--- config.mk ---
export PLATFORM = sky130hd
export DESIGN_NAME = instr_encoder
export DESIGN_NICKNAME = d
export VERILOG_FILES = /design/src/rtl/instr_encoder.sv
export SDC_FILE = /design/constraint.sdc
export NUM_CORES = 1
export LEC_CHECK = 0
export ABC_AREA = 1
export BUFFER_PORTS_ARGS = -buffer_cell sky130_fd_sc_hd__buf_2
export CAP_MARGIN = 15
export CORE_MARGIN = 3
export CORE_UTILIZATION = 30
export CTS_BUF_LIST = sky130_fd_sc_hd__clkbuf_16
export CTS_CLUSTER_SIZE = 12
export DETAILED_ROUTE_END_ITERATION = 8
export PLACE_DENSITY = 0.61
export SLEW_MARGIN = 20
export SYNTH_ARGS = -nofsm -noshare
export SYNTH_HDL_FRONTEND = slang
export SYNTH_SLANG_ARGS = --single-unit
export TNS_END_PERCENT = 100
--- constraint.sdc ---
create_clock -name clk_i -period 2.37 [get_ports clk_i]
set_clock_uncertainty 0.15 [all_clocks]
set_input_delay 0.474 -clock clk_i [delete_from_list [all_inputs] [get_ports clk_i]]
set_output_delay 0.474 -clock clk_i [all_outputs]
set_load 0.01 [all_outputs]
--- src/rtl/instr_encoder.sv ---
// instr_encoder: packs decoded MIPS instruction fields (R-type, beq, addi,
// slti) into 32-bit words and writes them sequentially into instruction
// memory, one word per accepted valid/ready beat.
// Optional feature macro: INSTR_ENCODER_CHECK_EN
//   defined   -> kind_i 4-7 are rejected with a one-cycle err_o pulse
//   undefined -> only kind_i[1:0] is decoded; err_o is tied low
module instr_encoder #(
    parameter int ADDR_W = 5
) (
    input  logic              clk_i,
    input  logic              rst_i,
    input  logic              start_i,
    input  logic              valid_i,
    output logic              ready_o,
    input  logic [2:0]        kind_i,
    input  logic [4:0]        rs_i,
    input  logic [4:0]        rt_i,
    input  logic [4:0]        rd_i,
    input  logic [5:0]        funct_i,
    input  logic [15:0]       imm_i,
    output logic              mem_we_o,
    output logic [ADDR_W+1:0] mem_addr_o,
    output logic [31:0]       mem_data_o,
    output logic [ADDR_W:0]   count_o,
    output logic              full_o,
    output logic              err_o
);

    typedef enum logic [1:0] {
        S_IDLE = 2'd0,
        S_RUN  = 2'd1,
        S_FULL = 2'd2
    } state_t;

    localparam logic [ADDR_W-1:0] PTR_LAST = '1;

    state_t              r_state;
    state_t              w_next_state;
    logic                w_clear;
    logic                w_accept;
    logic                w_legal;
    logic [31:0]         w_word;
    logic [ADDR_W-1:0]   r_ptr;
    logic [ADDR_W:0]     r_count;
    logic                r_ready;
    logic                r_we;
    logic [ADDR_W+1:0]   r_addr;
    logic [31:0]         r_data;

    assign w_accept = valid_i & r_ready;

`ifdef INSTR_ENCODER_CHECK_EN
    assign w_legal = ~kind_i[2];
`else
    // Only kind_i[1:0] is decoded; kind_i[2] is deliberately ignored.
    logic w_unused_kind;
    assign w_unused_kind = kind_i[2];
    assign w_legal       = 1'b1;
`endif

    // Session state register.
    // NOTE: sequential state uses non-blocking (<=) so every flop samples
    // pre-edge values; blocking (=) here would create order-dependent races.
    always_ff @(posedge clk_i or posedge rst_i) begin
        if (rst_i) r_state <= S_IDLE;
        else       r_state <= w_next_state;
    end

    // Next-state decode: start opens a session from IDLE/FULL, final write fills.
    // NOTE: every combinationally assigned signal gets a default first so no
    // path leaves it unassigned, which would otherwise infer a latch.
    always_comb begin
        w_next_state = r_state;
        w_clear      = 1'b0;
        case (r_state)
            S_IDLE, S_FULL: begin
                if (start_i) begin
                    w_next_state = S_RUN;
                    w_clear      = 1'b1;
                end
            end
            S_RUN: begin
                if (w_accept && w_legal && (r_ptr == PTR_LAST))
                    w_next_state = S_FULL;
            end
            default: w_next_state = S_IDLE;
        endcase
    end

    // Field packing; shamt is always zero and unused fields never leak in.
    always_comb begin
        w_word = '0;
        case (kind_i[1:0])
            2'd0:    w_word = {6'd0,  rs_i, rt_i, rd_i, 5'd0, funct_i};
            2'd1:    w_word = {6'd4,  rs_i, rt_i, imm_i};
            2'd2:    w_word = {6'd8,  rs_i, rt_i, imm_i};
            default: w_word = {6'd10, rs_i, rt_i, imm_i};
        endcase
    end

    // Write port, pointer and count: one register stage after acceptance.
    always_ff @(posedge clk_i or posedge rst_i) begin
        if (rst_i) begin
            r_ptr   <= '0;
            r_count <= '0;
            r_ready <= 1'b0;
            r_we    <= 1'b0;
            r_addr  <= '0;
            r_data  <= '0;
        end else begin
            r_ready <= (w_next_state == S_RUN);
            r_we    <= 1'b0;
            if (w_clear) begin
                r_ptr   <= '0;
                r_count <= '0;
            end else if (w_accept && w_legal) begin
                r_we    <= 1'b1;
                r_addr  <= {r_ptr, 2'b00};
                r_data  <= w_word;
                r_ptr   <= r_ptr + 1'b1;
                r_count <= r_count + 1'b1;
            end
        end
    end

`ifdef INSTR_ENCODER_CHECK_EN
    logic r_err;

    // Illegal kinds are consumed without a write and flagged for one cycle.
    always_ff @(posedge clk_i or posedge rst_i) begin
        if (rst_i) r_err <= 1'b0;
        else       r_err <= w_accept & ~w_legal;
    end

    assign err_o = r_err;
`else
    assign err_o = 1'b0;
`endif

    assign ready_o    = r_ready;
    assign mem_we_o   = r_we;
    assign mem_addr_o = r_addr;
    assign mem_data_o = r_data;
    assign count_o    = r_count;
    assign full_o     = (r_state == S_FULL);

endmodule

==> impl_summary.txt <==
----------------------------------------------------
[Timing]
  Number of slew-limit violations in the final report ... 0
  Worst hold slack after final layout ... 0.0824 ns
  Peak Freq ... slightly above 600 MHz
  Transition time at the pin with the least slew margin ... approximately 0.55 ns
  RSZ-0062 raised after global routing ... false
  Final Critical Period ... 1.63 ns
  Final-layout setup total negative slack ... 0 ns
  Final worst path period share ... 68.6%
  Setup violators final ... 0
  Final hold violation count ... 0
  Max-Slew Margin vs Limit ... 63.2%

[Die]
  Initial core utilization ... between 30% and 40%
  Area of the core ... around 7000 µm²
  Width of the chip ... 92.5 µm
  Die area ... roughly 8500 µm²
  Die Height ... just over 90 µm
  Site Rows ... 30
  I/O pin total ... 93

[Route]
  Vias ... 1,884
  Post-DR vias/cell ... roughly 4.2
  Drt first pass iters ... 4
  Average detailed-routed wire length per instance ... 11.1 µm
  Number of routed nets with antenna violations ... 0
  Total Wirelength ... 5.04 mm
  Number of DRC violations after detailed-routing iteration 0 ... 55
  Total DRC errors in the routed layout ... 0

[Logic synthesis]
  Flops & latches, synth ... 49
  Number of synthesis warnings ... 0
  Number of enable flip-flop cells after synthesis ... 0
  Adder-cell share of the synthesized area ... 1.67%
  Flip-flop cell with the highest count after synthesis ... sky130_fd_sc_hd__dfrtp_1
  Synthesized instance count ... 270
  Library cell with the largest summed area after synthesis ... sky130_fd_sc_hd__dfrtp_1
  Post-synthesis instance area ... 2240 µm²
  Cell with the most instances after synthesis ... sky130_fd_sc_hd__nand2_1
  Synth area leaders ... sky130_fd_sc_hd__dfrtp_1 (55%), sky130_fd_sc_hd__nand2_1 (18%), sky130_fd_sc_hd__o21ai_0 (4.2%)
  Synth Area in XOR/XNOR ... 0.391%
  Post-synthesis area per instance ... 8.30 µm²
  Dominant combinational cell family by area after synthesis ... simple AND/OR/NAND/NOR gates
  Seq/Total Area, Yosys ... 54.7%
  Synthesized-area fraction occupied by ao, oa, aoi and oai cells ... 8.37%
  Portion of synthesized cell area occupied by the leading cell type ... between 50% and 60%
  Most frequent cells after synthesis ... sky130_fd_sc_hd__nand2_1 (110), sky130_fd_sc_hd__dfrtp_1 (49), sky130_fd_sc_hd__inv_1 (23)
  Share of synthesized registers carrying an async set or reset ... 100%
  Simple-Gate Fraction of Synth Area ... 25.3%
  Number of distinct standard cells referenced by the synthesized netlist ... 20
  Proportion of synthesized area in mux cells ... 0%

[Hold path]
  Path class of the lowest-slack min-delay path ... in2async

[Critical path]
  Worst-case reg-to-reg path depth ... 5
  CP endpoint kind ... output port
  Worst EP arrival ... 1.00 ns
  Launching element type of the critical path ... flop
  Required time of the critical path ... 1.75 ns
  Highest-delay cell along the critical path ... sky130_fd_sc_hd__dfrtp_1
  Largest fanout on the critical path ... 5
  Largest stage delay, worst path ... roughly 0.42 ns
  FF-to-FF setup slack ... 0.84 ns
  Worst reg2reg path endpoint ... mem_data_o[13]$_DFFE_PP0P_
  Worst r2r src ... ready_o$_DFF_PP0_
  Class of the most critical setup path ... reg2out
  Crit path cell chain ... nor2_1 -> buf_2

[GRT]
  Initial antenna violation count ... 0
  Total global-route track usage ... between 10% and 20%
  Overall overflow remaining after global route ... 0
  Largest net degree at the start of global routing ... 36
  Wire length of the first global-routing pass ... 8.18 mm
  Vias in the first global route ... 1,768

[Power and ir drop]
  Net switching power of the design ... 797 µW
  Total power consumption of the routed design ... approximately 2.7 mW
  Logic gate share of total power ... around a quarter
  Flop pwr share ... approximately 43%
  Sw Ratio ... 29.6%
  Maximum ir drop on the vdd rail ... 0.000284 V
  Pwr per Cell Area ... 920 nW/µm²
  Reported leakage power ... 1.66 nW
  Power Internal ... 1.89 mW
  Clock share of power ... 33.3%

[Placement]
  Port Buffer Count ... 85
  Detailed-placement wirelength estimate ... 3.70 mm
  Instance area after placement ... 2740 µm²
  Gp weighted congestion ... slightly above 0.7
  Placed Cells ... 444

[Clocking]
  Post-CTS resize count ... 0
  Number of sinks driven by the clock tree ... 49
  Clock tree from TritonCTS ... built
  Buffers inserted during post-CTS setup optimization ... 0
  Master cell of the clock root buffer ... sky130_fd_sc_hd__clkbuf_16
  Inserted Clock Buffers ... 5
  Clock Latency Late Sink ... 0.28 ns
  Clk pin slew, worst setup/hold paths ... 0.06 ns
  Total number of H-tree levels ... 2
  Hold bufs inserted after CTS ... 0
  Number of buffers between clock root and the deepest sink ... 2

[Cells and area]
  Area taken by multi-input logic gates ... 823 µm²
  Layout cell share with drive strength beyond 1 ... 30.6%
  Final design instance area without fill ... 2930 µm²
  Number of standard cells in the final layout excluding fillers ... 452
  Antenna diode instance count ... 0
  Number of filler instances in the final layout ... 732
  Area growth from synthesis to layout ... 30.5%
  Nets ... 402
  Register area ... 1230 µm²

[Flow run]
  Max capacitance violation total ... 0

[Run status]
  Result of the run ... completed

----------------------------------------------------
## state kept, by name (all words and copies together), names as in the netlist
name	flops
count_o	6
mem_addr_o	5
mem_data_o	29
mem_we_o	1
r_ptr	5
r_state	2
ready_o	1
## worst max path at each step
| stage | start | end | slack [ns] | cells after the start |
|---|---|---|---|---|
| 6_report | r_state[0]$_DFF_PP0_ | full_o | 0.74 | 2 |
| 5_1_grt | r_state[0]$_DFF_PP0_ | full_o | 0.69 | 2 |
| 4_1_cts | r_state[0]$_DFF_PP0_ | full_o | 0.73 | 2 |
| 3_5_place_dp | start_i | mem_data_o[13]$_DFFE_PP0P_ | 0.60 | 7 |
| 3_3_place_gp | start_i | r_ptr[3]$_DFFE_PP0P_ | 0.65 | 7 |
| 2_1_floorplan | rst_i | count_o[0]$_DFFE_PP0P_ | 0.57 | 1 |
## metal layers
metal	GRT usage (%)	vias to the layer above	routed length, µm
met5	0	-	0
met4	3.34	0	55
met3	3.33	6	346
met2	19.8	60	2350
met1	15.1	839	2290
li1	-	979	-
## logic make-up after synthesis
kind of cell	Yosys count
AOI/OAI and AO/OA	33
xor gates and xnor gates	1
adders and majority gates	3
buffers and inverters	40
DFF	49
other	1
and+or+nand+nor	143
## power groups by stage
stage / logic (mW) / clock network [mW] / registers (mW)
final: 0.648 / 0.895 / 1.15
after global routing: 0.746 / 0.958 / 1.18
after CTS: 0.667 / 0.930 / 1.15
after detailed placement: 0.664 / 0 / 1.16
after global placement: 0.652 / 0 / 1.16
after floorplan: 0.330 / 0 / 1.23
## final cells by class
| class | instances | area share, % |
|---|---|---|
| inverters | 25 | 3.21 |
| repair buffers | 88 | 16.2 |
| well taps | 96 | 4.10 |
| clock buffers | 5 | 4.28 |
| multi-input cells | 186 | 28.1 |
| flip-flops and latches | 49 | 41.9 |
| clock inverters | 3 | 2.22 |
## through the flow
step | utilization (%) | worst slack (ns)
3_3_place_gp | 39.0 | 0.651
2_1_floorplan | - | 0.573
6_report | 41.7 | 0.743
4_1_cts | 41.7 | 0.731
3_5_place_dp | 39.0 | 0.603
5_1_grt | 41.7 | 0.692
## worst max-delay path, delay by kind of cell (launching register included)
kind	cells	cell delay (ns)
DFF	1	0.42
buffers and inverters	1	0.15
and+or+nand+nor	1	0.15
## cell usage in the layout, fill, tap and decap left out, drive strengths merged
cell type and n:
nand3 6, ha 3, clkinv 1, conb 6, dfrtp 49, clkbuf 5
a21oi 3, bufinv 2, nand2 114, nor2 23, o22ai 1, xnor2 1
buf 88, inv 25, o21ai 29
No activity file was read; power rests on OpenSTA's default activity.
